<file path="src/rtl/contador_pkg.sv">
// Shared types and default sizing for the item counter / lamp controller.
package contador_pkg;

  localparam int W_DEF         = 6;
  localparam int CW_DEF        = 8;
  localparam int TERM_RST_DEF  = 63;
  localparam int N_CYC_RST_DEF = 4;

  typedef enum logic [1:0] {
    IDLE  = 2'd0,
    RUN   = 2'd1,
    PAUSA = 2'd2,
    FIM   = 2'd3
  } state_t;

endpackage

</file>
<file path="src/rtl/contador_item.sv">
// W-bit item counter: counts enabled cycles up to limit, then returns to zero
// with a registered one-cycle wrap pulse.
module contador_item #(
  parameter int W = 6
) (
  input  logic         clk,
  input  logic         rst_n,
  input  logic         en,
  input  logic         clr,
  input  logic [W-1:0] limit,
  output logic [W-1:0] cnt,
  output logic         hit,
  output logic         wrap
);

  // hit is the combinational "this count wraps" flag the controller needs on
  // the same edge that cnt returns to zero.
  assign hit = en && (cnt == limit);

  // NOTE: state registers use non-blocking assignments so every flop samples
  // the pre-edge values, independent of statement order.
  always_ff @(posedge clk or negedge rst_n) begin
    if (!rst_n) begin
      cnt  <= '0;
      wrap <= 1'b0;
    end else if (clr) begin
      cnt  <= '0;
      wrap <= 1'b0;
    end else if (hit) begin
      cnt  <= '0;
      wrap <= 1'b1;
    end else begin
      wrap <= 1'b0;
      if (en) cnt <= cnt + 1'b1;
    end
  end

endmodule

</file>
<file path="src/rtl/contador_luz_ctrl.sv">
// Run/pause/abort sequencing for the item counter, lamp toggle on each wrap,
// wrap-cycle counting toward a programmable target, and config registers.
module contador_luz_ctrl
  import contador_pkg::*;
#(
  parameter int W         = W_DEF,
  parameter int TERM_RST  = TERM_RST_DEF,
  parameter int CW        = CW_DEF,
  parameter int N_CYC_RST = N_CYC_RST_DEF
) (
  input  logic          clk,
  input  logic          rst_n,
  input  logic          start,
  input  logic          stop,
  input  logic          item,
  input  logic          cfg_valid,
  output logic          cfg_ready,
  input  logic [W-1:0]  cfg_limite,
  input  logic [CW-1:0] cfg_ciclos,
  output logic [W-1:0]  fio,
  output logic          luz,
  output logic          wrap,
  output logic [CW-1:0] ciclos,
  output logic          busy,
  output logic          done
);

  state_t        state;
  logic [W-1:0]  limite;
  logic [CW-1:0] target;
  logic [CW-1:0] tgt_eff;
  logic [CW-1:0] ciclos_inc;
  logic          cnt_en;
  logic          cnt_clr;
  logic          hit;

  assign cnt_en     = item && (state == RUN);
  // A fresh run (from IDLE or FIM) restarts the count; resuming from PAUSA does not.
  assign cnt_clr    = start && !stop && ((state == IDLE) || (state == FIM));
  assign tgt_eff    = (target == '0) ? CW'(1) : target;
  assign ciclos_inc = (ciclos == '1) ? ciclos : ciclos + 1'b1;

  contador_item #(.W(W)) u_item (
    .clk   (clk),
    .rst_n (rst_n),
    .en    (cnt_en),
    .clr   (cnt_clr),
    .limit (limite),
    .cnt   (fio),
    .hit   (hit),
    .wrap  (wrap)
  );

  // NOTE: status outputs are assigned on the same edge as the state change, so
  // they are plain flops rather than decodes of the state register.
  always_ff @(posedge clk or negedge rst_n) begin
    if (!rst_n) begin
      state     <= IDLE;
      luz       <= 1'b0;
      ciclos    <= '0;
      busy      <= 1'b0;
      done      <= 1'b0;
      cfg_ready <= 1'b1;
      limite    <= W'(TERM_RST);
      target    <= CW'(N_CYC_RST);
    end else begin
      case (state)
        IDLE: begin
          if (cfg_valid && cfg_ready) begin
            limite <= cfg_limite;
            target <= cfg_ciclos;
          end
          if (start && !stop) begin
            state     <= RUN;
            ciclos    <= '0;
            busy      <= 1'b1;
            cfg_ready <= 1'b0;
          end
        end
        RUN: begin
          if (hit) begin
            luz    <= ~luz;
            ciclos <= ciclos_inc;
          end
          // Reaching the target completes the run even if stop arrives together.
          if (hit && (ciclos_inc == tgt_eff)) begin
            state <= FIM;
            busy  <= 1'b0;
            done  <= 1'b1;
          end else if (stop) begin
            state <= PAUSA;
          end
        end
        PAUSA: begin
          if (stop) begin
            state     <= IDLE;
            busy      <= 1'b0;
            cfg_ready <= 1'b1;
          end else if (start) begin
            state <= RUN;
          end
        end
        FIM: begin
          if (start && !stop) begin
            state  <= RUN;
            ciclos <= '0;
            busy   <= 1'b1;
            done   <= 1'b0;
          end
        end
        default: begin
          state <= IDLE;
        end
      endcase
    end
  end

endmodule

</file>
<file path="config.mk">
export PLATFORM = sky130hd
export DESIGN_NAME = contador_luz_ctrl
export DESIGN_NICKNAME = d
export VERILOG_FILES = /design/src/rtl/contador_pkg.sv /design/src/rtl/contador_item.sv /design/src/rtl/contador_luz_ctrl.sv
export SDC_FILE = /design/constraint.sdc
export NUM_CORES = 1
export LEC_CHECK = 0
export CAP_MARGIN = 30
export CORE_UTILIZATION = 41
export CTS_CLUSTER_DIAMETER = 100
export DETAILED_ROUTE_END_ITERATION = 8
export PLACE_DENSITY = 0.69
export SETUP_SLACK_MARGIN = 0.15
export SLEW_MARGIN = 10
export SYNTH_ARGS = -nofsm -noshare
export SYNTH_HDL_FRONTEND = slang
export SYNTH_HIERARCHICAL = 1
export SYNTH_SLANG_ARGS = --single-unit
</file>
<file path="constraint.sdc">
create_clock -name clk -period 3.2 [get_ports clk]
set_clock_uncertainty 0.05 [all_clocks]
set_input_delay 0.32 -clock clk [delete_from_list [all_inputs] [get_ports clk]]
set_output_delay 0.32 -clock clk [all_outputs]
set_load 0.005 [all_outputs]
</file>
==> results_dict.tcl <==
set metrics [dict create \
    gr-total-overflow 0 \
    synthesis.nets 265 \
    r2r_slack_ps 580 \
    io_pins 39 \
    final_cell_mix "38 x clkdlybuf4s50_1, 27 x dfrtp_1, 26 x nand2_1, 14 x mux2_2" \
    drive_gt1_share_pct 17.3 \
    synth_compound_area_share_pct 15.1 \
    grt-busiest-layer "met2" \
    routed-via-count 1903 \
    synth_top_family_by_area "simple AND/OR/NAND/NOR gates" \
    globalplace.congestion 0.930 \
    fp-row-count 26 \
    synth_xor_xnor_area_share_pct 6.84 \
    portBuffers 38 \
    synth-seq-cells 35 \
    antenna_cells 0 \
    hold_buffers 0 \
    worstHoldPathType "in2async" \
    ir_drop_uv 385 \
    clock_latency_ps 280 \
    fin_crit_ps 2620 \
    grt_use_met1_pct 23.5 \
    first_pass_iters 4 \
    comb_power_share_pct 44.5 \
    p_sw_share_pct 37.3 \
    grt.total_usage_pct 17.6 \
    grt_max_degree 36 \
    p_clk_share_pct 21.0 \
    drc_errors 0 \
    p_per_area_nw_per_um2 699 \
    arrival_ps 2800 \
    post-cts-setup-buffers 0 \
    setup_viol 0 \
    post_cts_resized 0 \
    cts_inserted_buffers 5 \
    root_buffer "clkbuf_8" \
    path_clk_slew_ps 70 \
    core_region_area_um2 5240 \
    r2r_cells 8 \
    synth-simple-area-share_pct 21.0 \
    dpl.cell_count 339 \
    slew_viol_final 0 \
    final_util_pct 53.7 \
    criticalPathCategory "reg2reg" \
    outcome "finished, final reports clean" \
    yosysUniqueCellTypes 53 \
    dp_hpwl_um 3550 \
    timing.rr.start "ciclos[0]" \
    finalHoldViolations 0 \
    p_leak_uw 0.00119 \
    r2r_end "busy" \
    finalWirelength_um 4850 \
    dieArea_um2 5880 \
    synthFlopType "dfrtp_1" \
    antenna_found_initial 0 \
    required_ps 3380 \
    cts_num_sinks 35 \
    ys_warn_count 6 \
    drtIter0Drc 214 \
    fp.dieH_um 76.7 \
    clockBufferDepth 2 \
    critPathMaxFanout 9 \
    ant_nets 0 \
    switchingPower_uw 735 \
    grt_first_pass_wirelength_um 8290 \
    nets 303 \
    synth-edff-count 0 \
    post-route-period-util_pct 81.9 \
    relSlewSlack_pct 52.6 \
    drv_cap 0 \
    die_w_um 76.7 \
    fill_cells 482 \
    cts_tree "built" \
    htreeDepth 2 \
    worst_pin_slew_ps 710 \
    gr-usage-met2_pct 27.9 \
    synthAdderAreaFrac_pct 3.83 \
    area_growth_pct 23.0 \
    internal_power_uw 1230 \
    power_frac_seq_pct 34.5 \
    wl_per_cell_um 14.0 \
    grt_pass1_vias 1768 \
    worstSetupStartpointType "flop" \
    max_freq_mhz 382 \
    stdcell_count 347 \
    rsz0062_at_grt "no" \
    vias_per_cell 5.48 \
    yosysSeqAreaShare_pct 38.8 \
    synthMuxAreaShare_pct 8.21 \
    avgSynthCellArea_um2 9.60 \
    fin_tns_setup_ps 0 \
    syn_area_um2 2290 \
    gr-usage-met3_pct 4.40 \
    start_util_pct 43.6 \
    synthCells 238 \
    synth-async-reset-ratio_pct 100 \
    end_kind "flop" \
    mostFrequentLayoutCell "clkdlybuf4s50_1" \
]
## worst max path at each step
stage | start | end | slack, ps | cells past startpoint
after floorplan | state[1] | busy | 430 | 12
after global placement | item | busy | 660 | 9
after detailed placement | ciclos[0] | busy | 630 | 8
after CTS | ciclos[0] | busy | 600 | 8
after global routing | ciclos[0] | busy | 350 | 8
final | ciclos[0] | busy | 580 | 8
## registers in the layout, summed over array words and instances (netlist names)
| signal | cells |
|---|---|
| cfg_ready | 1 |
| state | 2 |
| luz | 1 |
| done | 1 |
| u_item/cnt | 6 |
| u_item/wrap | 1 |
| busy | 1 |
| target | 8 |
| ciclos | 8 |
| limite | 6 |
## layer usage
layer,wire length (µm),up-vias,part of all wire [%]
li1,-,926,-
met1,2210,902,46
met2,2290,67,47
met3,286,8,5.9
met4,58,0,1.2
met5,0,-,0
## synthesized netlist by cell type (2+ instances only)
cell type	n	area, µm²
a31oi_1	2	12.5
nand3b_1	2	15.0
nor3_1	9	45.0
o2111ai_1	2	17.5
a21o_1	3	22.5
nand2b_1	3	18.8
xor2_1	8	70.1
buf_2	2	10.0
buf_4	5	37.5
mux2_2	14	158
o31ai_1	2	15.0
a21oi_1	13	65.1
a22oi_1	2	15.0
and3_1	2	12.5
dfstp_2	8	210
buf_6	5	56.3
nand4_1	2	12.5
ha_1	7	87.6
inv_1	9	33.8
clkbuf_1	2	7.51
dfrtp_1	27	676
nor4_1	3	18.8
nand2_1	26	97.6
a22o_1	2	17.5
nand4_2	2	25.0
nor2_1	11	41.3
mux2i_1	3	30.0
nand3_1	9	45.0
xnor2_1	8	70.1
o22ai_1	3	18.8
o21ai_0	13	65.1
nor2b_1	8	50.1
## power groups by stage
stage	logic (µW)	clock network (µW)	registers, µW
after detailed placement	871	0	686
after global placement	872	0	680
final	876	413	679
after floorplan	605	0	649
after global routing	970	439	697
after CTS	879	420	679
## cell families after synthesis
kind of cell / count (synthesis)
AO/OA/AOI/OAI: 52
adder cells (fa/ha/maj): 7
multiplexers: 17
buffers and inverters: 23
AND/OR/NAND/NOR: 87
flip-flops: 35
XOR/XNOR: 17
## final cells by class
| type | instances | area, µm² | area share (%) |
|---|---|---|---|
| clock inverters | 2 | 35.0 | 1.25 |
| clock buffers | 6 | 82.6 | 2.94 |
| repair buffers | 45 | 433 | 15.4 |
| flip-flops and latches | 35 | 886 | 31.5 |
| well taps | 70 | 87.6 | 3.11 |
| multi-input cells | 180 | 1250 | 44.6 |
| inverters | 9 | 33.8 | 1.20 |
## worst max-delay path: stages, from the launching register on
cell       delay, ps
dfrtp_1          450
ha_1             380
nand3_1          200
nor2_2           260
o311ai_1         130
nor4_2           310
nand4_2          250
a2111oi_2        410
a21o_1           120
## metrics by stage
stage               cell area [µm²]  power [µW]  hold slack, ps  setup slack (ps)
floorplan                      2290        1250           -25.6               427
detailed placement             2700        1560             423               629
global route                   2810        2110             446               351
CTS                            2810        1980             416               600
global placement               2700        1550             416               659
finish                         2810        1970             399               579
No activity file was read; power rests on OpenSTA's default activity.
